==> src/rtl/crc_stream_ctrl_pkg.sv <==
// Shared types and constants for the byte-stream CRC sequencer.
package crc_ctrl_pkg;

   localparam int unsigned BYTE_W = 8;
   localparam int unsigned CNT_W  = 16;

   typedef enum logic [1:0] {
      IDLE,
      SHIFT,
      GAP,
      DONE
   } state_t;

endpackage

==> src/rtl/crc_stream_ctrl_if.sv <==
// Byte input stream and CRC result stream, both valid/ready handshakes.
interface crc_stream_ctrl_if #(
   parameter int unsigned CRC_WIDTH = 8
);
   import crc_ctrl_pkg::*;

   logic [BYTE_W-1:0]    s_data;
   logic                 s_valid;
   logic                 s_last;
   logic                 s_ready;
   logic [CRC_WIDTH-1:0] crc_out;
   logic                 crc_valid;
   logic                 crc_ready;

   modport master (
      output s_data, s_valid, s_last, crc_ready,
      input  s_ready, crc_out, crc_valid
   );

   modport slave (
      input  s_data, s_valid, s_last, crc_ready,
      output s_ready, crc_out, crc_valid
   );

endinterface

==> src/rtl/crc_bit_engine.sv <==
// Bit-serial CRC register: one unaugmented message bit per enabled clock.
module crc_bit_engine #(
   parameter int unsigned CRC_WIDTH = 8
) (
   input  logic                 clk,
   input  logic                 rst_n,
   input  logic                 load,
   input  logic [CRC_WIDTH-1:0] init,
   input  logic                 en,
   input  logic                 bit_in,
   input  logic [CRC_WIDTH-1:0] poly,
   output logic [CRC_WIDTH-1:0] crc
);

   logic [CRC_WIDTH-1:0] crc_q;
   logic                 fb;

   // crc is the post-step value so the caller can capture the result on the final bit
   assign fb  = crc_q[CRC_WIDTH-1] ^ bit_in;
   assign crc = {crc_q[CRC_WIDTH-2:0], 1'b0} ^ (fb ? poly : '0);

   always_ff @(posedge clk or negedge rst_n) begin
      if (!rst_n) begin
         crc_q <= '0;
      end else if (load) begin
         crc_q <= init;
      end else if (en) begin
         crc_q <= crc;
      end
   end

endmodule

==> src/rtl/crc_stream_ctrl.sv <==
// Accepts bytes, serializes them MSB-first into the CRC engine, and
// presents the framed result; configuration is only taken between frames.
module crc_stream_ctrl
   import crc_ctrl_pkg::*;
#(
   parameter int unsigned          CRC_WIDTH      = 8,
   parameter logic [CRC_WIDTH-1:0] POLY_DEFAULT   = CRC_WIDTH'(8'h9B),
   parameter logic [CRC_WIDTH-1:0] INIT_DEFAULT   = CRC_WIDTH'(8'hFF),
   parameter logic [CRC_WIDTH-1:0] XOROUT_DEFAULT = CRC_WIDTH'(8'h00)
) (
   input  logic                 clk,
   input  logic                 rst_n,
   input  logic                 cfg_we,
   input  logic [CRC_WIDTH-1:0] cfg_poly,
   input  logic [CRC_WIDTH-1:0] cfg_init,
   input  logic [CRC_WIDTH-1:0] cfg_xorout,
   output logic                 cfg_busy,
   crc_stream_ctrl_if.slave     bus,
   input  logic                 abort,
   output logic [CNT_W-1:0]     byte_cnt
);

   state_t               state, state_nxt;
   logic [CRC_WIDTH-1:0] poly_q, init_q, xorout_q;
   logic [CRC_WIDTH-1:0] crc_out_q, crc_next, eng_init;
   logic [BYTE_W-1:0]    sr;
   logic                 last_q;
   logic [2:0]           bit_idx;
   logic [CNT_W-1:0]     byte_cnt_q;
   logic                 s_ready;
   logic                 accept, cfg_load, eng_load, eng_en, capture;

   always_ff @(posedge clk or negedge rst_n) begin
      if (!rst_n) begin
         state <= IDLE;
      end else begin
         state <= state_nxt;
      end
   end

   always_comb begin
      state_nxt = state;
      s_ready   = 1'b0;
      accept    = 1'b0;
      cfg_load  = 1'b0;
      eng_load  = 1'b0;
      eng_en    = 1'b0;
      capture   = 1'b0;
      case (state)
         IDLE: begin
            s_ready  = 1'b1;
            cfg_load = cfg_we;
            if (bus.s_valid) begin
               accept    = 1'b1;
               eng_load  = 1'b1;
               state_nxt = SHIFT;
            end
         end
         SHIFT: begin
            if (abort) begin
               state_nxt = IDLE;
            end else begin
               eng_en = 1'b1;
               if (bit_idx == 3'd0) begin
                  capture   = last_q;
                  state_nxt = last_q ? DONE : GAP;
               end
            end
         end
         GAP: begin
            s_ready = 1'b1;
            if (abort) begin
               state_nxt = IDLE;
            end else if (bus.s_valid) begin
               accept    = 1'b1;
               state_nxt = SHIFT;
            end
         end
         DONE: begin
            if (bus.crc_ready) begin
               state_nxt = IDLE;
            end
         end
         default: state_nxt = IDLE;
      endcase
   end

   // A config write coinciding with frame start must seed the new init value
   assign eng_init = cfg_load ? cfg_init : init_q;

   crc_bit_engine #(
      .CRC_WIDTH(CRC_WIDTH)
   ) u_engine (
      .clk   (clk),
      .rst_n (rst_n),
      .load  (eng_load),
      .init  (eng_init),
      .en    (eng_en),
      .bit_in(sr[bit_idx]),
      .poly  (poly_q),
      .crc   (crc_next)
   );

   always_ff @(posedge clk or negedge rst_n) begin
      if (!rst_n) begin
         poly_q     <= POLY_DEFAULT;
         init_q     <= INIT_DEFAULT;
         xorout_q   <= XOROUT_DEFAULT;
         sr         <= '0;
         last_q     <= 1'b0;
         bit_idx    <= '0;
         byte_cnt_q <= '0;
         crc_out_q  <= '0;
      end else begin
         if (cfg_load) begin
            poly_q   <= cfg_poly;
            init_q   <= cfg_init;
            xorout_q <= cfg_xorout;
         end
         if (accept) begin
            sr      <= bus.s_data;
            last_q  <= bus.s_last;
            bit_idx <= 3'd7;
            if (state == IDLE) begin
               byte_cnt_q <= CNT_W'(1);
            end else if (byte_cnt_q != '1) begin
               byte_cnt_q <= byte_cnt_q + CNT_W'(1);
            end
         end else if (eng_en) begin
            bit_idx <= bit_idx - 3'd1;
         end
         if (capture) begin
            crc_out_q <= crc_next ^ xorout_q;
         end
      end
   end

   assign bus.s_ready   = s_ready;
   assign bus.crc_valid = (state == DONE);
   assign bus.crc_out   = crc_out_q;
   assign cfg_busy      = (state != IDLE);
   assign byte_cnt      = byte_cnt_q;

endmodule

==> src/flat_wrapper.sv <==
// flat-port wrapper written by rule: the top's interface ports become plain ports
module crc_stream_ctrl_flat import crc_ctrl_pkg::*;
#(
   parameter int unsigned          CRC_WIDTH      = 8,
   parameter logic [CRC_WIDTH-1:0] POLY_DEFAULT   = CRC_WIDTH'(8'h9B),
   parameter logic [CRC_WIDTH-1:0] INIT_DEFAULT   = CRC_WIDTH'(8'hFF),
   parameter logic [CRC_WIDTH-1:0] XOROUT_DEFAULT = CRC_WIDTH'(8'h00)
)
  (clk, rst_n, cfg_we, cfg_poly, cfg_init, cfg_xorout, cfg_busy, abort, byte_cnt, bus_s_data, bus_s_valid, bus_s_last, bus_crc_ready, bus_s_ready, bus_crc_out, bus_crc_valid);
  crc_stream_ctrl_if #(.CRC_WIDTH(CRC_WIDTH)) bus_i ();
  input  logic clk;
  input  logic rst_n;
  input  logic cfg_we;
  input  logic [CRC_WIDTH-1:0] cfg_poly;
  input  logic [CRC_WIDTH-1:0] cfg_init;
  input  logic [CRC_WIDTH-1:0] cfg_xorout;
  output logic cfg_busy;
  input  logic abort;
  output logic [CNT_W-1:0] byte_cnt;
  input wire logic [$bits(bus_i.s_data)-1:0] bus_s_data;
  input wire logic [$bits(bus_i.s_valid)-1:0] bus_s_valid;
  input wire logic [$bits(bus_i.s_last)-1:0] bus_s_last;
  input wire logic [$bits(bus_i.crc_ready)-1:0] bus_crc_ready;
  output wire logic [$bits(bus_i.s_ready)-1:0] bus_s_ready;
  output wire logic [$bits(bus_i.crc_out)-1:0] bus_crc_out;
  output wire logic [$bits(bus_i.crc_valid)-1:0] bus_crc_valid;
  assign bus_i.s_data = bus_s_data;
  assign bus_i.s_valid = bus_s_valid;
  assign bus_i.s_last = bus_s_last;
  assign bus_i.crc_ready = bus_crc_ready;
  assign bus_s_ready = bus_i.s_ready;
  assign bus_crc_out = bus_i.crc_out;
  assign bus_crc_valid = bus_i.crc_valid;
  crc_stream_ctrl #(.CRC_WIDTH(CRC_WIDTH), .POLY_DEFAULT(POLY_DEFAULT), .INIT_DEFAULT(INIT_DEFAULT), .XOROUT_DEFAULT(XOROUT_DEFAULT)) u_core (.clk(clk), .rst_n(rst_n), .cfg_we(cfg_we), .cfg_poly(cfg_poly), .cfg_init(cfg_init), .cfg_xorout(cfg_xorout), .cfg_busy(cfg_busy), .bus(bus_i), .abort(abort), .byte_cnt(byte_cnt));
endmodule
==> config.mk <==
export PLATFORM = sky130hd
export DESIGN_NAME = crc_stream_ctrl_flat
export DESIGN_NICKNAME = d
export VERILOG_FILES = /design/src/rtl/crc_stream_ctrl_pkg.sv /design/src/rtl/crc_stream_ctrl_if.sv /design/src/rtl/crc_bit_engine.sv /design/src/rtl/crc_stream_ctrl.sv /design/src/flat_wrapper.sv
export SDC_FILE = /design/constraint.sdc
export NUM_CORES = 1
export LEC_CHECK = 0
export CAP_MARGIN = 20
export CORE_MARGIN = 2
export CORE_UTILIZATION = 49
export CTS_CLUSTER_SIZE = 30
export DETAILED_ROUTE_END_ITERATION = 12
export PLACE_DENSITY = 0.76
export SLEW_MARGIN = 30
export SYNTH_ARGS = -nofsm -noshare
export SYNTH_HDL_FRONTEND = slang
export SYNTH_SLANG_ARGS = --single-unit
==> constraint.sdc <==
create_clock -name clk -period 2.6 [get_ports clk]
set_input_delay 0.39 -clock clk [delete_from_list [all_inputs] [get_ports clk]]
set_output_delay 0.39 -clock clk [all_outputs]
set_load 0.02 [all_outputs]
==> results of run 1 <==
==> final timing paths <==
| kind | startpoint | end | slack [ns] | cells past startpoint |
|---|---|---|---|---|
| min in group clk | u_core.sr[6] | u_core.sr[6] | 0.49 | 1 |
| hold / removal | rst_n | u_core.bus.crc_out[7] | 0.1 | 1 |
| setup / recovery | u_core.bit_idx[0] | u_core.bus.crc_out[0] | 0.32 | 5 |
| setup reg to reg | u_core.bit_idx[0] | u_core.bus.crc_out[0] | 0.32 | 5 |
| hold reg to reg | u_core.sr[6] | u_core.sr[6] | 0.49 | 1 |
| max in group asynchronous | rst_n | u_core.init_q[3] | 1.78 | 2 |
==> worst register-to-register path, delay by kind of cell (launching register included) <==
| kind | cells | cell delay [ns] |
|---|---|---|
| AO/OA/AOI/OAI | 1 | 0.32 |
| multiplexers | 2 | 1.09 |
| XOR/XNOR | 1 | 0.26 |
| AND/OR/NAND/NOR | 1 | 0.08 |
| flip-flops | 1 | 0.48 |
==> cell type report <==
class / instances / area, um^2
clock inverter: 3 / 67.6
tap: 99 / 124
fill: 621 / 2570
sequential: 70 / 1770
inverter: 9 / 33.8
multi-input combinational: 217 / 1670
timing repair buffer: 74 / 738
clock buffer: 13 / 159
==> power groups by stage <==
| stage | clock, mW | combinational, mW | sequential, mW |
|---|---|---|---|
| after CTS | 1.01 | 1.40 | 1.60 |
| after global placement | 0 | 1.35 | 1.61 |
| after floorplan | 0 | 1.11 | 1.57 |
| final | 0.982 | 1.38 | 1.60 |
| after detailed placement | 0 | 1.40 | 1.62 |
| after global routing | 1.05 | 1.52 | 1.64 |
==> routing by layer <==
layer  GRT usage  part of all wire  vias up
met5           0                 0        -
met4      0.0814             0.012        0
met3      0.0406             0.050        6
met2       0.310              0.48       62
met1       0.279              0.46     1239
li1            -                 -     1225
==> sequential cells by signal (all words and copies together), names as in the netlist <==
register and flops:
u_core.state 2, u_core.u_engine.crc_q 8, u_core.bit_idx 3, u_core.sr 8, u_core.init_q 8, u_core.bus.crc_out 8, u_core.last_q 1, u_core.poly_q 8
u_core.byte_cnt 16, u_core.xorout_q 8
==> stage by stage <==
| step | util | std cells | hold slack (ns) | setup slack [ns] | area [um^2] |
|---|---|---|---|---|---|
| detailed placement | 0.608 | 469 | 0.479 | 0.284 | 4340 |
| global placement | 0.608 | 469 | 0.473 | 0.326 | 4340 |
| floorplan | - | 310 | 0.0944 | 0.590 | 3550 |
| global route | 0.640 | 485 | 0.158 | 0.187 | 4560 |
| finish | 0.640 | 485 | 0.0995 | 0.323 | 4560 |
| CTS | 0.640 | 485 | 0.121 | 0.302 | 4560 |
==> cell usage after synthesis (all sizes together) (4+ instances only) <==
library cell | number | area [um^2]
dfrtp | 57 | 1430
mux2 | 36 | 409
nand2 | 32 | 120
xnor2 | 26 | 228
o21ai | 22 | 110
nor2 | 18 | 67.6
dfstp | 13 | 342
inv | 9 | 33.8
a22oi | 8 | 60.1
nand2b | 8 | 50.1
xor2 | 8 | 77.6
buf | 7 | 46.3
clkbuf | 7 | 26.3
mux2i | 7 | 158
nand3 | 7 | 35.0
a2111oi | 4 | 35.0
a211oi | 4 | 30.0
==> logic make-up after synthesis <==
| kind of cell | after synthesis | synth area share |
|---|---|---|
| mux | 44 | 0.166 |
| xor+xnor | 34 | 0.0860 |
| buf+inv | 23 | 0.0300 |
| flops | 70 | 0.498 |
| fa+ha+maj | 3 | 0.0106 |
| compound gates | 50 | 0.0920 |
| simple gates | 86 | 0.117 |
==> summary.md, run 1 <==
| Metric | Value |
|---|---|
| Share of synthesized registers carrying an async set or reset | `1.00` |
| Max Buffers Root-to-Sink | `2` |
| Clock network power share | `0.248` |
| Synth warn | `0` |
| Commonest non-fill, non-tap cell in the layout | `clkdlybuf4s50_1` |
| Die Y | `89.1 um` |
| Arrival time at the worst endpoint | `2.55 ns` |
| Final setup TNS | `0 ns` |
| Antenna Cells | `0` |
| First-pass GRT wire length | `12,100 um` |
| Ports | `66` |
| Int Pwr | `2.71 mW` |
| Drt pass-1 iters | `4` |
| Req. time, crit path | `2.88 ns` |
| Min cycle time layout | `2.28 ns` |
| Synth unique cells | `46` |
| Resized Gates After CTS | `0` |
| Worst Hold Class | `primary input to asynchronous set/reset pin` |
| Clock root cell | `clkbuf_8` |
| Share of power burned in registers | `0.404` |
| Core Area | `7140 um^2` |
| Setup Viol. Count Final | `0` |
| Worst Setup Path Type | `flop to flop` |
| Cell Area, Synth | `3550 um^2` |
| WL final | `7250 um` |
| Total global-route track usage | `0.201` |
| Rel. slew slack | `0.470` |
| Final ANT Viol Nets | `0` |
| Tcrit/Tclk final | `0.876` |
| Pin count of the biggest net entering global routing | `41` |
| H-tree depth | `3` |
| F_max | `439 MHz` |
| Max Transition Viols Final | `0` |
| Iter 0 DRT Violations | `92` |
| Buf+Inv Stages, Crit Path | `0` |
| Via density | `5.22` |
| Vias in the first global route | `2,539` |
| Sequential share of the synthesized area | `0.498` |
| Clock latency on the worst-skew pair | `0.34 ns` |
| Final hold vios | `0` |
| CTS hold repair buffers | `0` |
| CP max stage delay | `0.74 ns` |
| Post-synth EDFFs | `0` |
| Clk slew on worst S/H paths | `0.07 ns` |
| Grt ovf | `0` |
| Fin nets | `423` |
| Syn Nets | `352` |
| Outcome | `completed` |
| Crit-path cells | `mux2_1 > mux4_2 > xor2_2 > a211o_1 > nand3_1` |
| RSZ-0062 raised after global routing | `false` |
| Total Power | `3.97 mW` |
| Final Wtd Congestion | `0.841` |
| Layout overhead on the synthesized area | `28.6%` |
| Post-CTS Setup Inserts | `0` |
| CTS buffer count | `9` |
| CTS tree | `yes` |
| Antenna violations before repair | `0` |
| Gate Count Post-Synth | `310` |
| Sw Share | `0.317` |
| Biggest fanout along the worst timing path | `8` |
| Max-cap check violation count | `0` |
| Crit end category | `flop` |
| PwrDens | `869 nW/um^2` |
| Most frequent cells in the layout | `64 x clkdlybuf4s50_1, 57 x dfrtp_1, 35 x mux2_1, 32 x nand2_1, 26 x xnor2_1` |
| CTS sink count | `70` |
| Top delay family on crit path | `multiplexers` |
| Worst slew pin tran | `0.792 ns` |
| Seq cells post-synth | `70` |
| Post-DP HPWL | `5170 um` |
| Slowest stage cell on the critical path | `mux4_2` |
| Starting Density | `0.497` |
| Post-synth top flop | `dfrtp_1` |
| # rows | `31` |
| NetSw | `1.26 mW` |
| Avg Cell Area, Syn | `11.4 um^2` |
| Via count | `2,532` |
| VDD IR max | `0.337 mV` |
| Die Width | `89.1 um` |
| Share of cells above drive strength 1 | `0.127` |
| Combinational Power Share | `0.349` |
| Leakage | `1.83 nW` |
| CP Launch Type | `flop` |
| Die area | `7940 um^2` |
| DRC | `0` |
| Port bufs | `65` |
| Wire per inst | `15.0 um` |
| Worst Clk Skew | `0.00884 ns` |
Power figures use the tool's default switching activity.
==> run 2: changes to the inputs <==
- PLACE_DENSITY: 0.76 -> unset
- PLACE_DENSITY_LB_ADDON: unset -> 0.08
==> summary.md, run 2 (synthesis gave the netlist of run 1 again) <==
| Metric | Value |
|---|---|
| Outcome | `completed` |
| NetSw | `1.27 mW (+1.3%)` |
| Met3 Use GR | `0.0369 (-0.00369)` |
| Top delay family on crit path | `multiplexers` |
| Tcrit/Tclk final | `0.885 (+0.00890)` |
| Resized Gates After CTS | `0 (unchanged)` |
| First-pass GRT wire length | `11,700 um (-2.7%)` |
| Register-to-Register Setup Slack | `0.30 ns (-0.02 ns)` |
| PwrDens | `897 nW/um^2 (+3.2%)` |
| CTS sink count | `70 (unchanged)` |
| Max-cap check violation count | `0 (unchanged)` |
| Reg-to-Reg End | `u_core.bus.crc_out[0]` |
| Grt ovf | `0 (unchanged)` |
| Arrival time at the worst endpoint | `2.57 ns (+0.02 ns)` |
| CTS tree | `yes` |
| CTS buffer count | `9 (unchanged)` |
| Buf+Inv Stages, Crit Path | `0 (unchanged)` |
| Min cycle time layout | `2.30 ns (+0.0231 ns)` |
| Die Y | `89.1 um (unchanged)` |
| Worst slew pin tran | `0.780 ns (-0.0121 ns)` |
| R2r startpoint | `u_core.bit_idx[0]` |
| CP Launch Type | `flop` |
| Core Area | `7140 um^2 (unchanged)` |
| Busiest layer in global routing | `met2` |
| WL final | `7200 um (-0.72%)` |
| Setup Viol. Count Final | `0 (unchanged)` |
| Antenna Cells | `0 (unchanged)` |
| Rel. slew slack | `0.479 (+0.00894)` |
| Final Wtd Congestion | `0.792 (-5.8%)` |
| RSZ-0062 raised after global routing | `false` |
| CTS hold repair buffers | `0 (unchanged)` |
| Ports | `66 (unchanged)` |
| Clock root cell | `clkbuf_8` |
| Worst Clk Skew | `0.00851 ns (-0.000339 ns)` |
| Antenna violations before repair | `0 (unchanged)` |
| Max Transition Viols Final | `0 (unchanged)` |
| Worst Slack Setup Final | `0.299 ns (-0.0231 ns)` |
| Final setup TNS | `0 ns (unchanged)` |
| Slowest stage cell on the critical path | `mux4_2` |
| Final ANT Viol Nets | `0 (unchanged)` |
| Commonest non-fill, non-tap cell in the layout | `clkdlybuf4s50_1` |
| R2R cell count | `5 (unchanged)` |
| Via density | `5.25 (+0.58%)` |
| Fin nets | `424 (+0.24%)` |
| Post-DP HPWL | `5150 um (-0.36%)` |
| Clk slew on worst S/H paths | `0.08 ns (about the same)` |
| # fillers | `598 (-3.7%)` |
| Post-Place Worst Slack | `0.221 ns (-0.0629 ns)` |
| Crit-path cells | `mux2_1 > mux4_2 > xor2_2 > a211o_1 > nand3_1` |
| Most frequent cells in the layout | `64 x clkdlybuf4s50_1, 57 x dfrtp_1, 35 x mux2_1, 32 x nand2_1, 26 x xnor2_1` |
| Die area | `7940 um^2 (unchanged)` |
| Iter 0 DRT Violations | `153 (+66%)` |
| Final hold vios | `0 (unchanged)` |
| Post-CTS Setup Inserts | `0 (unchanged)` |
| # rows | `31 (unchanged)` |
| Clock network power share | `0.277 (+0.029)` |
| Biggest fanout along the worst timing path | `8 (unchanged)` |
| Sw Share | `0.309 (-0.00789)` |
| Combinational Power Share | `0.334 (-0.015)` |
| Starting Density | `0.497 (unchanged)` |
| Total global-route track usage | `0.195 (-0.00535)` |
| Port bufs | `65 (unchanged)` |
| Met2 GRT Util | `0.301 (-0.00875)` |
| Drt pass-1 iters | `4 (unchanged)` |
| Worst Setup Path Type | `flop to flop` |
| Max FFs per register | `16 (unchanged)` |
| Int Pwr | `2.85 mW (+5.1%)` |
| Req. time, crit path | `2.87 ns (about the same)` |
| Wire per inst | `14.8 um (-0.92%)` |
| DRC | `0 (unchanged)` |
| CP max stage delay | `0.74 ns (about the same)` |
| Leakage | `1.85 nW (+0.71%)` |
| VDD IR max | `0.485 mV (+44%)` |
| H-tree depth | `3 (unchanged)` |
| Share of power burned in registers | `0.389 (-0.015)` |
| Worst Hold Class | `primary input to asynchronous set/reset pin` |
| Pin count of the biggest net entering global routing | `29 (-29%)` |
| Clock latency on the worst-skew pair | `0.34 ns (about the same)` |
| Grt met1 use | `0.280 (+0.000865)` |
| Crit end category | `flop` |
| Die Width | `89.1 um (unchanged)` |
| Vias in the first global route | `2,442 (-3.8%)` |
| F_max | `435 MHz (-1.0%)` |
| Max Buffers Root-to-Sink | `2 (unchanged)` |
| Via count | `2,552 (+0.79%)` |
| Layout overhead on the synthesized area | `29.5%` |
| Share of cells above drive strength 1 | `0.132 (+0.00484)` |
[run 2: cell type report]
class | instances | area, um^2 | area share
repair buffers | 75 | 733 | 0.160
multi-input cells | 217 | 1670 | 0.364
inverters | 9 | 33.8 | 0.00735
flip-flops and latches | 70 | 1770 | 0.385
well taps | 99 | 124 | 0.0270
clock inverters | 6 | 135 | 0.0294
clock buffers | 10 | 128 | 0.0278
[run 2: metrics by stage]
stage	instance area, um^2	utilization	power (mW)	instances	hold slack, ns
floorplan	3550	-	2.68	310	0.0944
global placement	4330	0.607	2.98	470	0.445
detailed placement	4330	0.607	3.01	470	0.455
CTS	4600	0.644	4.16	486	0.0824
global route	4600	0.644	4.37	486	0.115
finish	4600	0.644	4.12	486	0.0672
[run 2: power by group through the flow]
stage	Combinational (mW)	Clock (mW)	Sequential, mW
after CTS	1.39	1.16	1.61
after global routing	1.51	1.22	1.64
after floorplan	1.11	0	1.57
final	1.38	1.14	1.60
after global placement	1.36	0	1.62
after detailed placement	1.38	0	1.62
[run 2: metal layers]
layer	vias up	routed length, um	share of wire
met5	-	0	0
met4	0	76	0.011
met3	7	283	0.039
met2	50	3400	0.47
met1	1263	3440	0.48
li1	1232	-	-
[run 2: worst max path at each step]
stage | startpoint | to | slack (ns) | depth (start not counted)
after floorplan | u_core.bit_idx[0] | u_core.bus.crc_out[0] | 0.59 | 7
after global placement | abort | u_core.byte_cnt[13] | 0.27 | 6
after detailed placement | abort | u_core.byte_cnt[13] | 0.22 | 6
after CTS | u_core.bit_idx[0] | u_core.bus.crc_out[0] | 0.29 | 5
after global routing | u_core.bit_idx[0] | u_core.bus.crc_out[0] | 0.19 | 5
final | u_core.bit_idx[0] | u_core.bus.crc_out[0] | 0.30 | 5
[run 2: worst reg2reg max path, stage by stage (launching register included)]
cell and delay (ns):
dfrtp_1 0.48, mux2_1 0.36, mux4_2 0.74, xor2_2 0.26
a211o_1 0.32, nand3_1 0.08
==> run 3: changes to the inputs <==
- CORE_UTILIZATION: 49 -> 47
- clock period: 2.6 -> 1.9 ns (I/O delays scaled with it)
==> summary.md, run 3 (synthesis gave the netlist of run 1 again) <==
| Metric | Value |
|---|---|
| Outcome | `finished, violations left` |
| Violated checks | `setup timing` |
| Leakage | `1.98 nW (+7.5%)` |
| Setup Viol. Count Final | `15 (+15)` |
| Post-DP HPWL | `5200 um (+0.94%)` |
| Commonest non-fill, non-tap cell in the layout | `clkdlybuf4s50_1` |
| Final ANT Viol Nets | `0 (unchanged)` |
| Layout overhead on the synthesized area | `35.0%` |
| Worst Slack Setup Final | `-0.134 ns (-0.433 ns)` |
| RSZ-0062 raised after global routing | `true` |
| CTS buffer count | `9 (unchanged)` |
| Core Area | `7290 um^2 (+2.2%)` |
| Worst slew pin tran | `0.500 ns (-0.280 ns)` |
| Clk slew on worst S/H paths | `0.07 ns (about the same)` |
| Clock root cell | `clkbuf_8` |
| CTS sink count | `70 (unchanged)` |
| Hold_ws | `0.484 ns (+0.417 ns)` |
| Tcrit/Tclk final | `1.07 (+0.186)` |
| VDD IR max | `0.509 mV (+4.8%)` |
| Worst Setup Path Type | `flop to flop` |
| # rows | `31 (unchanged)` |
| Die area | `8260 um^2 (+4.1%)` |
| Via count | `2,626 (+2.9%)` |
| Worst Clk Skew | `0.0104 ns (+0.00194 ns)` |
| Die Y | `90.9 um (+2.0%)` |
| Arrival time at the worst endpoint | `2.32 ns (-0.25 ns)` |
| F_max | `492 MHz (+13%)` |
| Iter 0 DRT Violations | `87 (-43%)` |
| Max Buffers Root-to-Sink | `2 (unchanged)` |
| Crit end category | `flop` |
| Via density | `5.15 (-1.9%)` |
| Total global-route track usage | `0.192 (-0.00387)` |
| Grt ovf | `0 (unchanged)` |
| Antenna violations before repair | `0 (unchanged)` |
| DRC | `0 (unchanged)` |
| Worst Hold Class | `primary input to flop` |
| Min cycle time layout | `2.03 ns (-0.267 ns)` |
| Final Wtd Congestion | `0.787 (-0.62%)` |
| Fin nets | `448 (+5.7%)` |
| # fillers | `605 (+1.2%)` |
| Max FFs per register | `16 (unchanged)` |
| Pin count of the biggest net entering global routing | `71 (+140%)` |
| Wire per inst | `14.5 um (-2.4%)` |
| First-pass GRT wire length | `12,500 um (+6.8%)` |
| Final hold vios | `0 (unchanged)` |
| Most frequent cells in the layout | `62 x clkdlybuf4s50_1, 55 x dfrtp_1, 32 x nand2_1, 32 x mux2_1, 30 x buf_4` |
| Die Width | `90.9 um (+2.0%)` |
| Port bufs | `65 (unchanged)` |
| Ports | `66 (unchanged)` |
| Share of cells above drive strength 1 | `0.212 (+0.0799)` |
| Biggest fanout along the worst timing path | `8 (unchanged)` |
| Final setup TNS | `-1.55 ns (-1.55 ns)` |
| Req. time, crit path | `2.18 ns (-0.69 ns)` |
| Starting Density | `0.487 (-0.0106)` |
| PwrDens | `1150 nW/um^2 (+28%)` |
| H-tree depth | `3 (unchanged)` |
| Clock latency on the worst-skew pair | `0.35 ns (about the same)` |
| Vias in the first global route | `2,585 (+5.9%)` |
| WL final | `7370 um (+2.4%)` |
| CTS tree | `yes` |
| Antenna Cells | `0 (unchanged)` |
| Max Transition Viols Final | `0 (unchanged)` |
| CP Launch Type | `flop` |
| Max-cap check violation count | `0 (unchanged)` |
| Drt pass-1 iters | `4 (unchanged)` |
| Rel. slew slack | `0.658 (+0.179)` |
==> run 3: cell count changes in the layout (fill, tap and decap cells not counted), moves of 3 or more <==
cell / delta
xnor2_2: +4
clkinv_2: +4
mux2_4: +3
xnor2_1: -4
buf_4: +21
mux2_1: -3
bufinv_16: -3
==> run 3: path summary, 6_finish.rpt <==
check | start | to | slack (ns) | depth (start not counted)
max in group asynchronous | rst_n | u_core.init_q[6] | 1.06 | 3
max reg2reg | u_core.bit_idx[0] | u_core.bus.crc_out[0] | -0.13 | 6
min in group asynchronous | rst_n | u_core.sr[1] | 0.50 | 3
min reg2reg | u_core.bus.crc_out[1] | u_core.bus.crc_out[1] | 0.49 | 2
min | cfg_xorout[0] | u_core.xorout_q[0] | 0.48 | 3
max | u_core.bit_idx[0] | u_core.bus.crc_out[0] | -0.13 | 6
==> run 3: per-layer routing <==
metal / part of all wire / GRT usage / up-vias
met2: 0.46 / 0.295 / 57
met4: 0.013 / 0.0758 / 0
met1: 0.48 / 0.267 / 1276
met3: 0.041 / 0.0384 / 11
met5: 0 / 0 / -
li1: - / - / 1282
==> run 3: per-stage QoR <==
stage	instance area (um^2)	utilization	std cells	worst slack (ns)	power [mW]
2_1_floorplan	3560	-	310	-0.0679	3.71
3_3_place_gp	4540	0.622	493	-0.234	4.23
3_5_place_dp	4540	0.622	493	-0.294	4.28
4_1_cts	4740	0.650	510	-0.139	5.46
5_1_grt	4790	0.657	510	-0.210	5.85
6_report	4790	0.657	510	-0.134	5.50
==> run 3: timing repair <==
item                                   CTS  global route
pin swaps                                2             2
endpoints found under the hold margin   57             0
hold buffers                             1             0
setup endpoints to repair               18            30
cloned                                   0             0
gates resized for setup                  5            13
buffers inserted                         0             0
==> run 3: final cells by class <==
class,instances,area (um^2),share of cell area
flip-flops and latches,70,1770,0.369
multi-input cells,217,1740,0.364
repair buffers,99,938,0.196
clock buffers,11,131,0.0274
well taps,99,124,0.0258
clock inverters,5,50.0,0.0104
inverters,9,33.8,0.00705
==> run 3: power breakdown <==
part / internal (mW) / switching, mW
clock: 0.598 / 0.553
sequential: 1.87 / 0.333
combinational: 1.23 / 0.915
total: 3.70 / 1.80
==> run 3: critical path, stage by stage, from the launching register on <==
cell     delay (ns)
dfrtp_2        0.47
mux2_4         0.31
mux4_2         0.50
buf_12         0.18
xor2_2         0.16
a211o_1        0.28
nand3_1        0.06
